===== src/rtl/ttt_game_ctrl_if.sv =====
// Player and AI handshake bundle for the tic-tac-toe turn sequencer.
// slave is the controller's view; master is the player front-end plus ai_agent.
interface ttt_game_ctrl_if;
    logic        player_valid;
    logic [3:0]  player_cell;
    logic        player_ready;
    logic        move_err;
    logic        ai_start;
    logic [17:0] ai_board;
    logic        ai_done;
    logic [3:0]  ai_cell;

    modport slave (
        input  player_valid, player_cell, ai_done, ai_cell,
        output player_ready, move_err, ai_start, ai_board
    );

    modport master (
        output player_valid, player_cell, ai_done, ai_cell,
        input  player_ready, move_err, ai_start, ai_board
    );
endinterface


===== src/rtl/ttt_game_ctrl.sv =====
// Tic-tac-toe turn sequencer: owns the board, validates X moves, drives the AI
// handshake with a timeout, and detects win/draw after every move.
module ttt_game_ctrl #(
    parameter int AI_TIMEOUT = 64
) (
    input  logic           clk,
    input  logic           rst,
    input  logic           new_game,
    ttt_game_ctrl_if.slave bus,
    output logic [17:0]    board,
    output logic [1:0]     status,
    output logic           game_over,
    output logic           ai_fault
);
    typedef enum logic [2:0] {
        WAIT_PLAYER,
        CHECK_P,
        AI_START,
        AI_WAIT,
        CHECK_AI,
        GAME_OVER
    } state_t;

    localparam logic [1:0] EMPTY  = 2'b00;
    localparam logic [1:0] MARK_X = 2'b01;
    localparam logic [1:0] MARK_O = 2'b10;
    localparam logic [7:0] WAIT_LIMIT = 8'(AI_TIMEOUT - 1);

    state_t     state;
    logic [7:0] wait_cnt;
    logic       move_err_q;
    logic       ai_start_q;

    // Cell k lives at bits [17-2k:16-2k], i.e. shifted down by 16-2k.
    function automatic logic [1:0] get_cell(input logic [17:0] b, input logic [3:0] k);
        logic [1:0] c;
        c = EMPTY;
        for (int i = 0; i < 9; i++)
            if (k == 4'(i)) c = 2'(b >> (16 - 2 * i));
        return c;
    endfunction

    function automatic logic [17:0] set_cell(input logic [17:0] b, input logic [3:0] k,
                                             input logic [1:0] code);
        logic [17:0] r;
        r = b;
        for (int i = 0; i < 9; i++)
            if (k == 4'(i))
                r = (r & ~(18'h3 << (16 - 2 * i))) | (18'(code) << (16 - 2 * i));
        return r;
    endfunction

    function automatic logic line_won(input logic [17:0] b, input logic [1:0] code);
        logic [8:0] m;
        for (int i = 0; i < 9; i++)
            m[i] = (2'(b >> (16 - 2 * i)) == code);
        return (m[0] & m[1] & m[2]) | (m[3] & m[4] & m[5]) | (m[6] & m[7] & m[8]) |
               (m[0] & m[3] & m[6]) | (m[1] & m[4] & m[7]) | (m[2] & m[5] & m[8]) |
               (m[0] & m[4] & m[8]) | (m[2] & m[4] & m[6]);
    endfunction

    function automatic logic board_full(input logic [17:0] b);
        logic full;
        full = 1'b1;
        for (int i = 0; i < 9; i++)
            if (2'(b >> (16 - 2 * i)) == EMPTY) full = 1'b0;
        return full;
    endfunction

    assign bus.player_ready = (state == WAIT_PLAYER);
    assign bus.move_err     = move_err_q;
    assign bus.ai_start     = ai_start_q;
    assign bus.ai_board     = board;
    assign game_over        = (state == GAME_OVER);

    always_ff @(posedge clk) begin
        if (rst || new_game) begin
            state      <= WAIT_PLAYER;
            board      <= '0;
            status     <= 2'b00;
            ai_fault   <= 1'b0;
            wait_cnt   <= '0;
            move_err_q <= 1'b0;
            ai_start_q <= 1'b0;
        end else begin
            move_err_q <= 1'b0;
            ai_start_q <= 1'b0;
            case (state)
                WAIT_PLAYER: begin
                    if (bus.player_valid) begin
                        if (bus.player_cell > 4'd8 || get_cell(board, bus.player_cell) != EMPTY) begin
                            move_err_q <= 1'b1;
                        end else begin
                            board <= set_cell(board, bus.player_cell, MARK_X);
                            state <= CHECK_P;
                        end
                    end
                end
                CHECK_P: begin
                    if (line_won(board, MARK_X)) begin
                        status <= 2'b01;
                        state  <= GAME_OVER;
                    end else if (board_full(board)) begin
                        status <= 2'b11;
                        state  <= GAME_OVER;
                    end else begin
                        ai_start_q <= 1'b1;
                        wait_cnt   <= '0;
                        state      <= AI_START;
                    end
                end
                AI_START: begin
                    wait_cnt <= '0;
                    state    <= AI_WAIT;
                end
                // An illegal AI answer and a timeout both end the game with status still 00.
                AI_WAIT: begin
                    if (bus.ai_done) begin
                        if (bus.ai_cell <= 4'd8 && get_cell(board, bus.ai_cell) == EMPTY) begin
                            board <= set_cell(board, bus.ai_cell, MARK_O);
                            state <= CHECK_AI;
                        end else begin
                            ai_fault <= 1'b1;
                            state    <= GAME_OVER;
                        end
                    end else if (wait_cnt == WAIT_LIMIT) begin
                        ai_fault <= 1'b1;
                        state    <= GAME_OVER;
                    end else begin
                        wait_cnt <= wait_cnt + 8'd1;
                    end
                end
                CHECK_AI: begin
                    if (line_won(board, MARK_O)) begin
                        status <= 2'b10;
                        state  <= GAME_OVER;
                    end else if (board_full(board)) begin
                        status <= 2'b11;
                        state  <= GAME_OVER;
                    end else begin
                        state <= WAIT_PLAYER;
                    end
                end
                GAME_OVER: begin
                end
                default: state <= WAIT_PLAYER;
            endcase
        end
    end
endmodule


===== src/flat_wrapper.sv =====
// flat-port wrapper written by rule: the top's interface ports become plain ports
module ttt_game_ctrl_flat 
#(
    parameter int AI_TIMEOUT = 64
)
  (clk, rst, new_game, board, status, game_over, ai_fault, bus_player_valid, bus_player_cell, bus_ai_done, bus_ai_cell, bus_player_ready, bus_move_err, bus_ai_start, bus_ai_board);
  ttt_game_ctrl_if bus_i ();
  input  logic clk;
  input  logic rst;
  input  logic new_game;
  output logic [17:0] board;
  output logic [1:0] status;
  output logic game_over;
  output logic ai_fault;
  input wire logic [$bits(bus_i.player_valid)-1:0] bus_player_valid;
  input wire logic [$bits(bus_i.player_cell)-1:0] bus_player_cell;
  input wire logic [$bits(bus_i.ai_done)-1:0] bus_ai_done;
  input wire logic [$bits(bus_i.ai_cell)-1:0] bus_ai_cell;
  output wire logic [$bits(bus_i.player_ready)-1:0] bus_player_ready;
  output wire logic [$bits(bus_i.move_err)-1:0] bus_move_err;
  output wire logic [$bits(bus_i.ai_start)-1:0] bus_ai_start;
  output wire logic [$bits(bus_i.ai_board)-1:0] bus_ai_board;
  assign bus_i.player_valid = bus_player_valid;
  assign bus_i.player_cell = bus_player_cell;
  assign bus_i.ai_done = bus_ai_done;
  assign bus_i.ai_cell = bus_ai_cell;
  assign bus_player_ready = bus_i.player_ready;
  assign bus_move_err = bus_i.move_err;
  assign bus_ai_start = bus_i.ai_start;
  assign bus_ai_board = bus_i.ai_board;
  ttt_game_ctrl #(.AI_TIMEOUT(AI_TIMEOUT)) u_core (.clk(clk), .rst(rst), .new_game(new_game), .bus(bus_i), .board(board), .status(status), .game_over(game_over), .ai_fault(ai_fault));
endmodule

===== config.mk =====
export PLATFORM = sky130hd
export DESIGN_NAME = ttt_game_ctrl_flat
export DESIGN_NICKNAME = d
export VERILOG_FILES = /design/src/rtl/ttt_game_ctrl_if.sv /design/src/rtl/ttt_game_ctrl.sv /design/src/flat_wrapper.sv
export SDC_FILE = /design/constraint.sdc
export NUM_CORES = 1
export LEC_CHECK = 0
export CAP_MARGIN = 10
export CORE_MARGIN = 3
export CORE_UTILIZATION = 50
export DETAILED_ROUTE_END_ITERATION = 16
export PLACE_DENSITY = 0.8
export SLEW_MARGIN = 20
export SYNTH_ARGS = -nofsm -noshare
export SYNTH_HDL_FRONTEND = slang
export SYNTH_SLANG_ARGS = --single-unit

===== constraint.sdc =====
create_clock -name clk -period 2.2 [get_ports clk]
set_input_delay 0.55 -clock clk [delete_from_list [all_inputs] [get_ports clk]]
set_output_delay 0.55 -clock clk [all_outputs]
set_load 0.05 [all_outputs]

==> impl_metrics.toml <==
[placement]
place_hpwl_mm = 4.86
gp_congestion = 0.931
port_buffers = 55
dp.cells = 376
placed_cell_area_sq_mm = 0.00291

[logic_synthesis]
synth_area_per_cell_sq_um = 8.69
ys_ff_latch = 34
syn_area_sq_mm = 0.00233
synth_nets = 282
syn_inst = 268
synth-edff-count = 0
synth.distinct_cells = 71
synthArstFlopShare_pct = 0
ys_dominant_reg_cell = "dfxtp_1"
seq_area_frac_synth_pct = 29.2
synth_warnings = 0

[sta]
holdWs_ps = 484
hold_viol = 0
timing.fmax_mhz = 465
max_slew.worst_pin.slew_ps = 505
fin_crit_ps = 2150
slew_violations = 0
fin_skew_ps = 7.21
setup_viol_count_final = 0
slew_headroom_pct = 66.2
period_share_pct = 97.7

[setup_path]
crit_buf_inv = 1
path_cells = "clkdlybuf4s50_1"
crit_fanout = 12
max_stage_delay_ps = 850
worstPathArrival_ps = 1600
reg2regPathDepth = 6
crit_cells = 1
cp-start-kind = "register"
cpMaxStageDelayCell = "clkdlybuf4s50_1"
worstPathRequired_ps = 1650
crit_family = "buffers and inverters"
r2r-end = "u_core.status[0]$_SDFFE_PP0P_"
crit_type = "reg2out"
crit_start = "u_core.board[16]$_SDFFE_PP0P_"
r2r_start = "u_core.board[2]$_SDFFE_PP0P_"
cp-end-kind = "primary output"
rrSetupSlack_ps = 140
crit_path_end = "bus_ai_board[16]"

[routing]
firstDrtPassIters = 6
ant_nets = 0
finalWirelength_mm = 6.54
wl_per_cell_microns = 17.0
vias = 2361
drt-initial-drc-count = 361
viasPerCell = 6.13
drc = 0

[hold_path]
hp-class = "reg2reg"
holdPathStages = 2

[final_layout]
final_nets = 347
regArea_sq_um = 687
multiInputGateArea_sq_mm = 0.00142
drive_gt1_share_pct = 32.1
syn_to_final_growth_pct = 31.6
final_cell_area_sq_mm = 0.00306
instances_no_fill = 385
final_cell_mix = "buf_4, nor2_1, dfxtp_1, clkdlybuf4s50_1, nand2_1"
layout_commonest_cell = "buf_4"
n_antenna_cell = 0
fillers = 347

[power]
peakVddDrop_v = 0.000376
p_total_mw = 1.24
p_per_area_mw_per_mm2 = 404
power_frac_comb_pct = 14.8
p_seq_share_pct = 50.3
clock_power_share_pct = 34.9
switching_share_pct = 25.9
p_leak_nw = 1.28
p_int_mw = 0.917
power.switching_mw = 0.321

[clock_network]
clk_latency_ps = 280
cts_tree = "done"
clkSinkCount = 34
hold_buffers = 0
clock-root-buffer = "clkbuf_8"
numCtsBuffers = 5
htreeDepth = 2
clk_pin_slew_worst_paths_ps = 70
clock_path_buffers = 2

[die]
die_y_microns = 74.2
start_util_pct = 52.7
die_w_microns = 74.2
io-pin-count = 56
dieArea_sq_mm = 0.00551
core_area_sq_mm = 0.00441
rows = 24

[grt]
grt_first_pass_wirelength_mm = 10.5
grt_max_degree = 13
antenna_found_initial = 0
gr-total-overflow = 0
grt_pass1_vias = 2171
grt_use_total_pct = 24.4

[job]
drv_cap = 0

[run_status]
status = "finished, final reports clean"
[area by class of cell]
type,instances,share of cell area [%]
multi-input combinational,193,46.4
sequential,34,22.4
clock buffer,5,2.25
timing repair buffer,90,25.4
clock inverter,2,0.327
inverter,9,1.10
tap,52,2.12
[worst min-delay path by stage]
stage / end / start
finish: u_core.wait_cnt[1]$_SDFFE_PP0P_ / u_core.wait_cnt[1]$_SDFFE_PP0P_
global route: u_core.wait_cnt[1]$_SDFFE_PP0P_ / u_core.wait_cnt[1]$_SDFFE_PP0P_
CTS: u_core.wait_cnt[1]$_SDFFE_PP0P_ / u_core.wait_cnt[1]$_SDFFE_PP0P_
detailed placement: u_core.wait_cnt[1]$_SDFFE_PP0P_ / u_core.wait_cnt[1]$_SDFFE_PP0P_
global placement: u_core.wait_cnt[1]$_SDFFE_PP0P_ / u_core.wait_cnt[1]$_SDFFE_PP0P_
floorplan: u_core.wait_cnt[1]$_SDFFE_PP0P_ / u_core.wait_cnt[1]$_SDFFE_PP0P_
[registers in the layout, indices dropped and copies added (netlist names)]
signal,count
u_core.state,3
u_core.wait_cnt,8
u_core.bus.move_err,1
u_core.status,2
u_core.board,18
u_core.bus.ai_start,1
u_core.ai_fault,1
[through the flow]
step                TNS (ps)  setup slack [ps]  util, %
floorplan                  0              11.1        -
global placement       -2800              -236     65.8
detailed placement     -4110              -322     65.8
CTS                        0              2.97     67.9
global route           -6.22             -6.22     69.4
finish                     0              50.5     69.4
[what timing repair did]
item                                   in CTS  in global routing
pin swaps                                   0                  4
cloned                                      0                  0
setup endpoints to repair                   3                 13
buffers inserted                            1                  1
gates resized for setup                     1                 14
endpoints found under the hold margin       0                  0
[cell families (layout without fill, tap and decap cells)]
group / count (synthesis) / count (layout) / share of synthesized area [%]
AOI/OAI and AO/OA: 65 / 65 / 22.4
xor gates and xnor gates: 6 / 6 / 2.26
adders and majority gates: 1 / 1 / 0.537
buffers and inverters: 41 / 106 / 11.9
DFF: 34 / 34 / 29.2
muxes: 4 / 4 / 2.31
and+or+nand+nor: 117 / 117 / 31.4
[synthesized netlist by cell type, types with 4 or more instances]
cell / n / area share [%]
a21oi_1: 11 / 2.4
o21ai_0: 10 / 2.1
xor2_1: 5 / 1.9
nand3_1: 5 / 1.1
nor2b_1: 9 / 2.4
buf_4: 19 / 6.1
a31oi_1: 8 / 2.1
nor2_1: 34 / 5.5
nand2b_1: 4 / 1.1
nor4bb_1: 8 / 3.4
and4bb_1: 6 / 3.2
buf_6: 4 / 1.9
clkbuf_1: 4 / 0.64
nor3_1: 5 / 1.1
buf_2: 4 / 0.86
nand2_1: 17 / 2.7
dfxtp_1: 34 / 29
inv_1: 8 / 1.3
[per-layer routing]
layer | part of all wire, % | global-route usage (%) | vias up
li1 | - | - | 1103
met2 | 45 | 38.6 | 138
met5 | 0 | 0 | -
met1 | 43 | 33.3 | 1101
met3 | 8.7 | 4.59 | 19
met4 | 2.5 | 8.50 | 0
[power groups by stage]
| stage | Clock (mW) | Combinational, mW | Sequential (mW) |
|---|---|---|---|
| 4_1_cts | 0.439 | 0.173 | 0.623 |
| 5_1_grt | 0.469 | 0.195 | 0.623 |
| 3_5_place_dp | 0 | 0.172 | 0.637 |
| 6_report | 0.432 | 0.183 | 0.623 |
| 3_3_place_gp | 0 | 0.168 | 0.637 |
| 2_1_floorplan | 0 | 0.0914 | 0.641 |
(Power assumes the default switching activity.)
